`src/rtl/universal_register.sv`:
```
// universal_register
//   WIDTH-bit storage register with clock-enable and synchronous clear. It can
//   hold, load, shift, rotate, increment or decrement, so one block can act as
//   an accumulator, a shift register or a loop counter.
//
// Ports
//   clock      rising-edge clock
//   reset      asynchronous, active-low; forces q to RESET_VALUE and clears carry
//   enable     clock enable; when low, q and carry hold
//   clear      synchronous clear; overrides enable and mode
//   mode       operation select (table below)
//   d          parallel load data
//   serial_in  fill bit for SHL / SHR
//   q          registered contents
//   carry      registered shift-out / wrap flag from the last enabled non-HOLD op
//   zero       combinational, high when q == 0
//
// mode | operation
// 000  | HOLD  q, carry unchanged
// 001  | LOAD  q <= d, carry <= 0
// 010  | SHL   q <= {q[W-2:0], serial_in}, carry <= q[W-1]
// 011  | SHR   q <= {serial_in, q[W-1:1]}, carry <= q[0]
// 100  | ROL   q <= {q[W-2:0], q[W-1]},    carry <= q[W-1]
// 101  | ROR   q <= {q[0], q[W-1:1]},      carry <= q[0]
// 110  | INC   q <= q + 1, carry <= wrap from all ones
// 111  | DEC   q <= q - 1, carry <= wrap from zero

module universal_register #(
   parameter int          WIDTH       = 8,
   parameter logic [63:0] RESET_VALUE = 64'd0
) (
   input  logic             clock,
   input  logic             reset,
   input  logic             enable,
   input  logic             clear,
   input  logic [2:0]       mode,
   input  logic [WIDTH-1:0] d,
   input  logic             serial_in,
   output logic [WIDTH-1:0] q,
   output logic             carry,
   output logic             zero
);

   localparam logic [2:0] MODE_HOLD = 3'b000;
   localparam logic [2:0] MODE_LOAD = 3'b001;
   localparam logic [2:0] MODE_SHL  = 3'b010;
   localparam logic [2:0] MODE_SHR  = 3'b011;
   localparam logic [2:0] MODE_ROL  = 3'b100;
   localparam logic [2:0] MODE_ROR  = 3'b101;
   localparam logic [2:0] MODE_INC  = 3'b110;
   localparam logic [2:0] MODE_DEC  = 3'b111;

   localparam logic [WIDTH-1:0] RESET_Q = RESET_VALUE[WIDTH-1:0];

   logic [WIDTH-1:0] q_nxt;
   logic             carry_nxt;

   // One extra bit on the arithmetic paths: bit WIDTH is the wrap indication
   // (carry out of INC, borrow out of DEC).
   logic [WIDTH:0] inc_sum;
   logic [WIDTH:0] dec_diff;

   assign inc_sum  = {1'b0, q} + {{WIDTH{1'b0}}, 1'b1};
   assign dec_diff = {1'b0, q} - {{WIDTH{1'b0}}, 1'b1};

   always_comb begin
      q_nxt     = q;
      carry_nxt = carry;
      if (enable) begin
         case (mode)
            MODE_HOLD: begin
               q_nxt     = q;
               carry_nxt = carry;
            end
            MODE_LOAD: begin
               q_nxt     = d;
               carry_nxt = 1'b0;
            end
            MODE_SHL: begin
               q_nxt     = {q[WIDTH-2:0], serial_in};
               carry_nxt = q[WIDTH-1];
            end
            MODE_SHR: begin
               q_nxt     = {serial_in, q[WIDTH-1:1]};
               carry_nxt = q[0];
            end
            MODE_ROL: begin
               q_nxt     = {q[WIDTH-2:0], q[WIDTH-1]};
               carry_nxt = q[WIDTH-1];
            end
            MODE_ROR: begin
               q_nxt     = {q[0], q[WIDTH-1:1]};
               carry_nxt = q[0];
            end
            MODE_INC: begin
               q_nxt     = inc_sum[WIDTH-1:0];
               carry_nxt = inc_sum[WIDTH];
            end
            MODE_DEC: begin
               q_nxt     = dec_diff[WIDTH-1:0];
               carry_nxt = dec_diff[WIDTH];
            end
            default: begin
               q_nxt     = q;
               carry_nxt = carry;
            end
         endcase
      end
   end

   always_ff @(posedge clock or negedge reset) begin
      if (!reset) begin
         q     <= RESET_Q;
         carry <= 1'b0;
      end else if (clear) begin
         q     <= '0;
         carry <= 1'b0;
      end else begin
         q     <= q_nxt;
         carry <= carry_nxt;
      end
   end

   assign zero = (q == '0);

endmodule

```
`config.mk`:
```
export PLATFORM = sky130hd
export DESIGN_NAME = universal_register
export DESIGN_NICKNAME = d
export VERILOG_FILES = /design/src/rtl/universal_register.sv
export SDC_FILE = /design/constraint.sdc
export NUM_CORES = 1
export LEC_CHECK = 0
export ABC_AREA = 0
export BUFFER_PORTS_ARGS = -buffer_cell sky130_fd_sc_hd__buf_2
export CORE_UTILIZATION = 55
export CTS_CLUSTER_SIZE = 20
export DETAILED_ROUTE_END_ITERATION = 6
export GPL_TIMING_DRIVEN = 0
export PLACE_DENSITY = 0.82
export SYNTH_ARGS = -nofsm -noshare
export SYNTH_HDL_FRONTEND = slang
export SYNTH_SLANG_ARGS = --single-unit
```
`constraint.sdc`:
```
create_clock -name clock -period 4.8 [get_ports clock]
set_input_delay 0.72 -clock clock [delete_from_list [all_inputs] [get_ports clock]]
set_output_delay 0.72 -clock clock [all_outputs]
set_load 0.03 [all_outputs]
```
==> metrics <==
status=finished clean; Startpoint Class=flop; Wirelength per Cell=15.49 um; most common flop cell mapped by yosys=dfrtp_1; PD cells=225.9 nW/um^2; number of distinct library cells after synthesis=46; ANT cells=0; vertical die dimension=46 um; I/O Buffers=24; NumNets Final=186; Bufs and invs on worst path=1; share of cells above drive strength 1=26.51%; Commonest cells post-synth=nand2_1 (14), a21oi_1 (13), dfrtp_1 (9); Max Root-Sink Buffers=2; # setup viols final=0; largest net degree at the start of global routing=11; final cell area excluding filler cells=1242 um^2; fmax=0.3861 GHz; Post-Synth Simple-Gate Area=25.03%; RSZ-0062 raised after global routing=false; worst vdd ir=0.0001527 V; # rows=15; CTS Buf Count=3; max cap viols=0; syn nets=157; crit path DAT=1.87 ns; Slew headroom=69.01%; Clock Latency Late Sink=0.27 ns; Area contributors post-synth=dfrtp_1 (21%), a21oi_1 (6.1%), mux2i_1 (5.6%); # fillers=157; post-cts hold buffer count=0; postcts setup bufs=0; Layout area overhead=16.69%; core footprint=1764 um^2; top-area cell type share of the netlist area=21.15%; RD Place Congestion=0.9213; Initial Util=60.35%; Starting DRT DRC Count=43; post-synthesis adder-cell area fraction=4.465%; H-tree Lvls=1; mux contribution to synthesized area=6.698%; Final Hold Vio Count=0; first-pass GRT wire length=4.712 mm; via count=1201; CP cell instances=or4_4, nor3_2, and2_1, buf_2; antenna violations before repair=0; worst hold margin=0.2935 ns; max-slew violations=0; post-synthesis instance area=1065 um^2; leakage power=0.5949 nW; post-synthesis cell count=138; die area=2116 um^2; Period minus WS final=2.590 ns; I/O pins=26; setup tns final=0 ns; Routed WL=2.958 mm; final HPWL from detailed placement=2.201 mm; count of state elements after synthesis=9; most common cell in the synthesized netlist=nand2_1; vias in the first global route=1036; Critical Path RT=4.08 ns; Worst-Margin Slew=0.4648 ns; Post-Synth XOR/XNOR Area=4.935%; Post-Place Cell Area=1216 um^2; Tcrit/Tclk final=53.96%; syn_area_per_cell=7.716 um^2; Worst setup EP type=output pin; sequential area share after synthesis=21.15%; Synth Area in Compound Gates=29.61%; CP peak stage delay=0.62 ns; DRT antenna net count=0; Layout Skew=0.002843 ns; Initial DRT Pass Iterations=4; Synth area leader=dfrtp_1; via/cell ratio=6.288; post_cts resized=0; Synth Warn #=0; EDFF count, synth=0; DR DRC count=0; CTS sink cnt=9; largest family of logic cells by synthesized area=compound AO/OA/AOI/OAI gates; CTS tree=done; clock-pin slew on the worst setup and hold paths=0.07 ns; Crit path max-delay family=simple AND/OR/NAND/NOR gates; die width=46 um; Max FO, Critical Path=9; Hold Path Class=in -> async; ys async rst share=100.0%; Slowest-stage cell, CP=or4_4; Setup CP Type=reg -> out; grt ovf=0; Root Buffer=clkbuf_4; GR Util All Layers=31.44%
-- layout make-up --
cell class / count / area (um^2) / area share, %
multi-input combinational: 111 / 753.2 / 60.62
sequential: 9 / 225.2 / 18.13
timing repair buffer: 24 / 120.1 / 9.668
buffer: 12 / 63.81 / 5.136
tap: 25 / 31.28 / 2.518
clock buffer: 4 / 26.28 / 2.115
inverter: 6 / 22.52 / 1.813
-- sequential cells by signal, indices dropped and copies added (netlist names) --
| register | flops |
|---|---|
| q | 8 |
| carry | 1 |
-- cell usage in the layout (no fill, tap or decap), types with 2 or more instances in the layout --
cell type,count
a21oi_1,13
a221oi_1,3
a2bb2oi_1,2
a31oi_1,3
and2_1,4
buf_2,30
clkbuf_1,4
clkbuf_4,3
dfrtp_1,9
ha_1,3
inv_1,6
mux2i_1,6
nand2_1,14
nand2b_1,5
nand3_1,3
nor2_1,8
nor2b_1,2
nor3_1,2
o21ai_0,8
o21ai_1,5
o31ai_1,2
or3_1,2
xnor2_1,4
xor2_1,2
-- where the power goes --
part / switching, mW / internal, mW / leakage, nW / total [mW]
clock network: 0.0322 / 0.0322 / 0.0150 / 0.0645
registers: 0.00568 / 0.0813 / 0.121 / 0.0870
logic: 0.0786 / 0.0505 / 0.459 / 0.129
-- metal layers --
metal | up-vias | global-route usage, % | wire (um)
met4 | 0 | 17.65 | 49
met3 | 5 | 7.143 | 291
li1 | 555 | - | -
met5 | - | 0 | 0
met2 | 84 | 46.76 | 1407
met1 | 557 | 41.29 | 1209
-- kinds of logic after synthesis --
kind of cell	Yosys count
AO/OA/AOI/OAI	47
XOR/XNOR	6
adder cells (fa/ha/maj)	4
buffers and inverters	18
flip-flops	9
multiplexers	7
AND/OR/NAND/NOR	47
-- worst register-to-register path: stages, from the launching register on --
cell     delay [ns]
dfrtp_1        0.36
buf_2          0.24
inv_1          0.13
ha_1           0.28
mux2i_1        0.20
xnor2_1        0.14
a21oi_1        0.08
o31ai_1        0.30
-- path summary, 6_finish.rpt --
path / end / start / slack [ns] / cells past startpoint
min: q[6]$_DFFE_PN0P_ / reset / 0.29 / 1
max in group asynchronous: q[5]$_DFFE_PN0P_ / reset / 4.31 / 1
max reg2reg: q[2]$_DFFE_PN0P_ / q[0]$_DFFE_PN0P_ / 2.95 / 7
max: zero / q[4]$_DFFE_PN0P_ / 2.21 / 4
min reg2reg: carry$_DFFE_PN0P_ / carry$_DFFE_PN0P_ / 0.53 / 2
min in group clock: carry$_DFFE_PN0P_ / carry$_DFFE_PN0P_ / 0.53 / 2
-- through the flow --
step / cells / total power, mW / setup WS [ns] / utilization [%]
final: 191 / 0.2806 / 2.210 / 70.43
after global routing: 191 / 0.2987 / 2.132 / 70.43
after CTS: 191 / 0.2791 / 2.203 / 70.43
after detailed placement: 187 / 0.2153 / 2.509 / 68.94
after global placement: 187 / 0.2123 / 2.523 / 68.94
after floorplan: 138 / 0.1819 / 2.487 / -
(Power assumes the default switching activity.)
